--- src/rtl/hilo_muldiv_if.sv ---
// EX-stage <-> HI/LO unit bundle: decoded op, forwarded operands, and the
// HI/LO state plus handshake status returned to the pipeline.
interface hilo_muldiv_if #(
  parameter int WIDTH = 32
);
  logic             valid;
  logic [2:0]       op;
  logic             flush;
  logic [WIDTH-1:0] rs_val;
  logic [WIDTH-1:0] rt_val;
  logic             rd_req;
  logic [WIDTH-1:0] hi;
  logic [WIDTH-1:0] lo;
  logic             busy;
  logic             stall;
  logic             done;

  modport master (
    output valid, op, flush, rs_val, rt_val, rd_req,
    input  hi, lo, busy, stall, done
  );

  modport slave (
    input  valid, op, flush, rs_val, rt_val, rd_req,
    output hi, lo, busy, stall, done
  );
endinterface

--- src/rtl/hilo_muldiv_unit.sv ---
// HI/LO register unit: mthi/mtlo writes plus an iterative radix-2
// shift-add multiplier (WIDTH steps + sign fix) that stalls dependent ops.
module hilo_muldiv_unit #(
  parameter int WIDTH = 32
) (
  input logic          clk,
  input logic          rst,
  hilo_muldiv_if.slave bus
);
  localparam int CW = (WIDTH > 1) ? $clog2(WIDTH) : 1;

  typedef enum logic [1:0] {IDLE, RUN, FIX} state_e;

  state_e             state_q, state_d;
  logic [WIDTH-1:0]   hi_q, hi_d, lo_q, lo_d;
  logic [WIDTH-1:0]   mcand_q, mcand_d, mplier_q, mplier_d;
  logic [2*WIDTH-1:0] prod_q, prod_d;
  logic [CW-1:0]      cnt_q, cnt_d;
  logic               neg_q, neg_d, done_q, done_d;

  logic               is_op, is_signed, busy, stall, acc;
  logic [WIDTH-1:0]   rs_mag, rt_mag;
  logic [WIDTH:0]     sum;

  always_comb begin
    is_op     = (bus.op >= 3'd1) && (bus.op <= 3'd4);
    is_signed = (bus.op == 3'd1);
    busy      = (state_q != IDLE);
    stall     = busy & bus.valid & ~bus.flush & (bus.rd_req | is_op);
    acc       = bus.valid & ~bus.flush & ~stall & is_op;
    // The most negative value negates to itself, which is exactly 2^(WIDTH-1) unsigned.
    rs_mag    = (is_signed && bus.rs_val[WIDTH-1]) ? -bus.rs_val : bus.rs_val;
    rt_mag    = (is_signed && bus.rt_val[WIDTH-1]) ? -bus.rt_val : bus.rt_val;
    sum       = {1'b0, prod_q[2*WIDTH-1:WIDTH]}
              + {1'b0, (mplier_q[0] ? mcand_q : {WIDTH{1'b0}})};

    // NOTE: every _d defaults to its _q first, so no path through the case
    // below leaves a variable unassigned and no latch is inferred.
    state_d  = state_q;
    hi_d     = hi_q;
    lo_d     = lo_q;
    mcand_d  = mcand_q;
    mplier_d = mplier_q;
    prod_d   = prod_q;
    cnt_d    = cnt_q;
    neg_d    = neg_q;
    done_d   = 1'b0;

    unique case (state_q)
      IDLE: begin
        if (acc) begin
          unique case (bus.op)
            3'd3: hi_d = bus.rs_val;
            3'd4: lo_d = bus.rs_val;
            default: begin
              mcand_d  = rs_mag;
              mplier_d = rt_mag;
              neg_d    = is_signed & (bus.rs_val[WIDTH-1] ^ bus.rt_val[WIDTH-1]);
              prod_d   = '0;
              cnt_d    = '0;
              state_d  = RUN;
            end
          endcase
        end
      end
      RUN: begin
        // Add into the upper half with carry, then shift the whole product right.
        prod_d   = {sum, prod_q[WIDTH-1:1]};
        mplier_d = mplier_q >> 1;
        cnt_d    = cnt_q + CW'(1);
        if (cnt_q == CW'(WIDTH - 1)) state_d = FIX;
      end
      FIX: begin
        {hi_d, lo_d} = neg_q ? -prod_q : prod_q;
        done_d       = 1'b1;
        state_d      = IDLE;
      end
      default: state_d = IDLE;
    endcase
  end

  // NOTE: sequential state uses non-blocking assignments only, so every flop
  // samples the pre-edge value of every other flop.
  always_ff @(posedge clk) begin
    if (rst) begin
      state_q  <= IDLE;
      hi_q     <= '0;
      lo_q     <= '0;
      mcand_q  <= '0;
      mplier_q <= '0;
      prod_q   <= '0;
      cnt_q    <= '0;
      neg_q    <= 1'b0;
      done_q   <= 1'b0;
    end else begin
      state_q  <= state_d;
      hi_q     <= hi_d;
      lo_q     <= lo_d;
      mcand_q  <= mcand_d;
      mplier_q <= mplier_d;
      prod_q   <= prod_d;
      cnt_q    <= cnt_d;
      neg_q    <= neg_d;
      done_q   <= done_d;
    end
  end

  assign bus.hi    = hi_q;
  assign bus.lo    = lo_q;
  assign bus.busy  = busy;
  assign bus.stall = stall;
  assign bus.done  = done_q;
endmodule

--- src/flat_wrapper.sv ---
// flat-port wrapper written by rule: the top's interface ports become plain ports
module hilo_muldiv_unit_flat 
#(
  parameter int WIDTH = 32
)
  (clk, rst, bus_valid, bus_op, bus_flush, bus_rs_val, bus_rt_val, bus_rd_req, bus_hi, bus_lo, bus_busy, bus_stall, bus_done);
  hilo_muldiv_if #(.WIDTH(WIDTH)) bus_i ();
  input logic clk;
  input logic rst;
  input wire logic [$bits(bus_i.valid)-1:0] bus_valid;
  input wire logic [$bits(bus_i.op)-1:0] bus_op;
  input wire logic [$bits(bus_i.flush)-1:0] bus_flush;
  input wire logic [$bits(bus_i.rs_val)-1:0] bus_rs_val;
  input wire logic [$bits(bus_i.rt_val)-1:0] bus_rt_val;
  input wire logic [$bits(bus_i.rd_req)-1:0] bus_rd_req;
  output wire logic [$bits(bus_i.hi)-1:0] bus_hi;
  output wire logic [$bits(bus_i.lo)-1:0] bus_lo;
  output wire logic [$bits(bus_i.busy)-1:0] bus_busy;
  output wire logic [$bits(bus_i.stall)-1:0] bus_stall;
  output wire logic [$bits(bus_i.done)-1:0] bus_done;
  assign bus_i.valid = bus_valid;
  assign bus_i.op = bus_op;
  assign bus_i.flush = bus_flush;
  assign bus_i.rs_val = bus_rs_val;
  assign bus_i.rt_val = bus_rt_val;
  assign bus_i.rd_req = bus_rd_req;
  assign bus_hi = bus_i.hi;
  assign bus_lo = bus_i.lo;
  assign bus_busy = bus_i.busy;
  assign bus_stall = bus_i.stall;
  assign bus_done = bus_i.done;
  hilo_muldiv_unit #(.WIDTH(WIDTH)) u_core (.clk(clk), .rst(rst), .bus(bus_i));
endmodule
--- config.mk ---
export PLATFORM = sky130hd
export DESIGN_NAME = hilo_muldiv_unit_flat
export DESIGN_NICKNAME = d
export VERILOG_FILES = /design/src/rtl/hilo_muldiv_if.sv /design/src/rtl/hilo_muldiv_unit.sv /design/src/flat_wrapper.sv
export SDC_FILE = /design/constraint.sdc
export NUM_CORES = 1
export LEC_CHECK = 0
export CORE_UTILIZATION = 49
export DETAILED_ROUTE_END_ITERATION = 12
export GPL_TIMING_DRIVEN = 0
export HOLD_SLACK_MARGIN = 0.06
export PLACE_DENSITY_LB_ADDON = 0.15
export SYNTH_ARGS = -nofsm -noshare
export SYNTH_HDL_FRONTEND = slang
export SYNTH_SLANG_ARGS = --single-unit
--- constraint.sdc ---
create_clock -name clk -period 7 [get_ports clk]
set_input_delay 1.75 -clock clk [delete_from_list [all_inputs] [get_ports clk]]
set_output_delay 1.75 -clock clk [all_outputs]
set_load 0.02 [all_outputs]
# [After elaboration in Yosys (flattened, before gate mapping)]
# Cells that the tools add are included.
# Widths: inputs -> output; s select.
[word_totals] ram_bits=0 memories=0 ff_bits=201 inputBits=72 latchBits=0 output_inout_bits=67 rom_bits=0 word_cells=76
[classes] order_cmp=2 addsub=5 div=0 eq_ne=11 shifts=0 n_mul=0 reduce_logical=13 n_bitwise=12 muxes=24
[ops] operator="$mux 32" count=9
[ops] operator="$mux 64" count=3
[ops] operator="$pmux 32 s2" count=3
[ops] operator="$pmux 64 s2" count=1
[ops] operator="$neg 32->32" count=2
[ops] operator="$neg 64->64" count=1
[ops] operator="$add 32x32->33" count=1
[ops] operator="$reduce_and 3->1" count=5
[ops] operator="$mux 5" count=2
[ops] operator="$pmux 5 s2" count=1
[ops] operator="$and 1x1->1" count=7
[ops] operator="$mux 2" count=3
[ops] operator="$ne 2x2->1 const B" count=3
[ops] operator="$reduce_bool 2->1" count=3
[ops] operator="$add 5x1->5 const B" count=1
[ops] operator="$eq 5x5->1 const B" count=1
[ops] operator="$ne 2x1->1 const B" count=2
[ops] operator="$pmux 2 s2" count=1
[ops] operator="$eq 3x1->1 const B" count=1
[ops] operator="$eq 3x2->1 const B" count=1
[ops] operator="$eq 3x3->1 const B" count=1
[ops] operator="$ge 3x1->1 const B" count=1
[ops] operator="$le 3x3->1 const B" count=1
[ops] operator="$logic_and 1x1->1" count=3
[ops] operator="other kinds (8)" count=10

# [Longest topological paths before layout]
[logic_depth] depth_word=9 depth_mapped=12 ltp_nobuf=11

# [Worst setup path after synthesis]
# No wires, ideal clock.
[synth_timing] path_type="input to output" start="input bus_op[1]" end="output bus_stall" arrival_ps=2591 t_required_ps=5250 path_slack_ps=2659 path_stages=4 path_cell_list="nor2_1 xnor2_1 nor2_1 nor3b_1"
[synth_between] elab_chain_len=4
[synth_rtl] item="start: declaration" line="flat_wrapper.sv:11" rtl="input wire logic [$bits(bus_i.op)-1:0] bus_op;"
[synth_rtl] item="$ge 3x1->1 or $le 3x3->1 (tied branches)" line="hilo_muldiv_unit.sv:26" rtl="is_op = (bus.op >= 3'd1) && (bus.op <= 3'd4);"
[synth_rtl] item="$logic_and 1x1->1 *" line="hilo_muldiv_unit.sv:26"
[synth_rtl] item="$or 1x1->1 *" line="hilo_muldiv_unit.sv:29" rtl="stall = busy & bus.valid & ~bus.flush & (bus.rd_req | is_op);"
[synth_rtl] item="$and 1x1->1 *" line="hilo_muldiv_unit.sv:29"
[synth_rtl] item="end: declaration" line="flat_wrapper.sv:19" rtl="output wire logic [$bits(bus_i.stall)-1:0] bus_stall;"
# Every way passes the cells marked *; elsewhere a longest branch is shown, timed or not.

# [Worst setup path after layout]
# Ends and elaborated chain as after synthesis.

==> results.md <==
* Status: finished, final reports clean
* Final setup fails at 0
* Final count of pins violating max slew at 0
* Setup Fix Bufs, Post-CTS at 0
* Final wirelength at 40100 um
* CTS H-Tree Depth at 1
* CP endpoint kind: output port
* Fmax at 0.193 GHz
* Root buf cell: clkbuf_16
* RSZ-0062 raised after global routing: no
* Post-Layout Cell Count at 1959
* Placement Rows at 56
* Power per Cell Area at 192 mW/mm^2
* Via count at 12128
* Critical Path Slowest Stage Cell: clkdlybuf4s50_1
* Post-synth cell types at 65
* Area grow syn2layout at 22.3%
* Initial antenna violation count at 1
* Largest net degree at the start of global routing at 14
* Setup CP Type: input pin to output port
* Commonest non-fill, non-tap cells in the layout: dfxtp_1 (201), clkdlybuf4s50_1 (136), nand2_1 (126)
* Fin crit period at 5180 ps
* Full die area at 0.0251 sq mm
* Total global-route track usage at 0.317
* Predominant post-synthesis flop cell: dfxtp_1
* Detailed Place HPWL at 30400 um
* Dpl cells at 1915
* Maximum clock path buffer count at 3
* Gr ovfl total at 0
* EDFF count, synth at 0
* Clk_skew at 25.7 ps
* HP Start: u_core.mcand_q[16]
* CTS tree: built
* Share of cells above drive strength 1 at 0.0396
* Most common cell after layout, fill and taps aside: dfxtp_1
* Synthesized netlist net count at 1569
* Core area at 0.0238 sq mm
* Met3 usage at 0.0536
* Sequential fraction of the synthesis area at 0.336
* Register area at 0.00402 sq mm
* Worst setup SP type: input pin
* Total negative setup slack at 0 ps
* Worst Setup SP: bus_op[1]
* Final design utilization at 0.618
* Placer Congestion at 0.946
* Die H at 158 um
* Antenna cells at 0
* Met2 usage at 0.498
* Initial DRC Count at 1191
* Crit-path cells: clkdlybuf4s50_1 -> nor2_1 -> xnor2_1 -> nor2_1 -> nor3b_1 -> clkdlybuf4s50_1
* Die Wd at 158 um
* Hold Crit Class: register to register
* Final Hold Violating Endpoints at 0
* Cells after synthesis at 1459
* Post_cts resized at 0
* Num CTS Buffers at 24
* First-pass GRT wire length at 61400 um
* Asr flop ratio synth at 0
* Peak supply drop at 129 uV
* WL per Instance at 20.5 um
* Hold-fix buffer count after cts at 0
* Mapped Area at 0.0120 sq mm
* ANT nets after route at 0
* Flop and latch count out of synthesis at 201
* R2R Path Start: u_core.mplier_q[0]
* Syn_area_per_cell at 8.22 sq um
* Vias in the first global route at 11294
* Setup ws final at 1820 ps
* Multi-input logic area at 0.00748 sq mm
* Arrival time of the worst setup path at 3430 ps
* Final net count at 1732
* Pre-antenna DRT Iters at 5
* P_leak at 5.60 nW
* Max Cap Viol at 0
* Met1 Usage GRT at 0.434
* Fillers at 2115
* Fin crit share at 0.740
* Yosys warning count at 0
* Initial core utilization at 0.505
* Clock Latency Late Sink at 530 ps
* Worst Max-Slew Pin Slew at 1200 ps
* Boundary Pins at 139
* Pre-CTS setup slack at 1830 ps
* Slowest stage delay, CP at 630 ps
* Max FO, Critical Path at 4
* Vias/cell at 6.19
* Critical path data required time at 5250 ps
* DRC viols at 0
* Buffers on Ports at 136
* Clock slew at reported path FFs at 60 ps
* Rel. slew slack at 0.191
* # clock sinks at 201
* GRT busiest layer: met2
==> metal layers <==
layer	wire length, um	vias to the layer above
met2	17800	577
met1	17600	5770
met3	3370	104
met4	1390	0
li1	-	5677
met5	0	-
==> metrics by stage <==
stage / hold slack [ps] / total power [mW] / instance area, sq um
2_1_floorplan: 427 / 1.30 / 12000
3_3_place_gp: 439 / 1.42 / 13800
3_5_place_dp: 446 / 1.43 / 13800
4_1_cts: 454 / 2.82 / 14700
5_1_grt: 469 / 2.89 / 14700
6_report: 453 / 2.82 / 14700
==> path summary, 6_finish.rpt <==
kind / to / slack (ps) / cells after the start
hold / removal: u_core.mcand_q[16] / 450 / 2
setup / recovery: bus_stall / 1820 / 6
setup reg to reg: u_core.prod_q[55] / 3180 / 10
hold reg to reg: u_core.mcand_q[16] / 450 / 2
==> critical path: cells and delay by family <==
kind | cells | cell delay (ps)
AND/OR/NAND/NOR | 3 | 430
buffers and inverters | 2 | 1110
XOR/XNOR | 1 | 140
==> cell type report <==
| class | count | share of cell area |
|---|---|---|
| Multi-Input combinational cell | 1127 | 0.510 |
| Tap cell | 319 | 0.0272 |
| Inverter | 27 | 0.00691 |
| Timing Repair Buffer | 137 | 0.0936 |
| Clock inverter | 14 | 0.0154 |
| Buffer | 104 | 0.0273 |
| Sequential cell | 201 | 0.274 |
| Clock buffer | 30 | 0.0453 |
==> logic make-up after synthesis <==
group                    Yosys count  share of synthesized area
flip-flops                       201                      0.336
XOR/XNOR                         140                      0.102
AND/OR/NAND/NOR                  438                      0.182
multiplexers                      62                     0.0518
AO/OA/AOI/OAI                    449                      0.246
adder cells (fa/ha/maj)           38                     0.0403
buffers and inverters            131                     0.0418
==> cell usage after synthesis (34+ instances only) <==
| cell | n | share of area |
|---|---|---|
| nor2_1 | 107 | 0.033 |
| xor2_1 | 58 | 0.042 |
| clkbuf_1 | 89 | 0.028 |
| dfxtp_1 | 201 | 0.34 |
| o21ai_0 | 64 | 0.027 |
| o31ai_1 | 34 | 0.021 |
| a211oi_1 | 52 | 0.033 |
| and2_1 | 38 | 0.020 |
| a22o_1 | 34 | 0.025 |
| nand2_1 | 126 | 0.039 |
| o22ai_1 | 40 | 0.021 |
| xnor2_1 | 82 | 0.060 |
| ha_1 | 37 | 0.039 |
| mux2i_1 | 62 | 0.052 |
| a21oi_1 | 105 | 0.044 |
==> power breakdown <==
group | leakage [nW] | switching [mW] | internal (mW)
logic | 3.54 | 0.143 | 0.0933
registers | 1.62 | 0.0100 | 1.16
clock network | 0.439 | 0.522 | 0.894
==> sequential cells by signal, indices dropped and copies added (netlist names) <==
register,count
u_core.prod_q,64
u_core.bus.lo,32
u_core.mcand_q,32
u_core.bus.hi,32
u_core.mplier_q,32
u_core.neg_q,1
u_core.cnt_q,5
u_core.state_q,2
u_core.bus.done,1
Power figures use the tool's default switching activity.
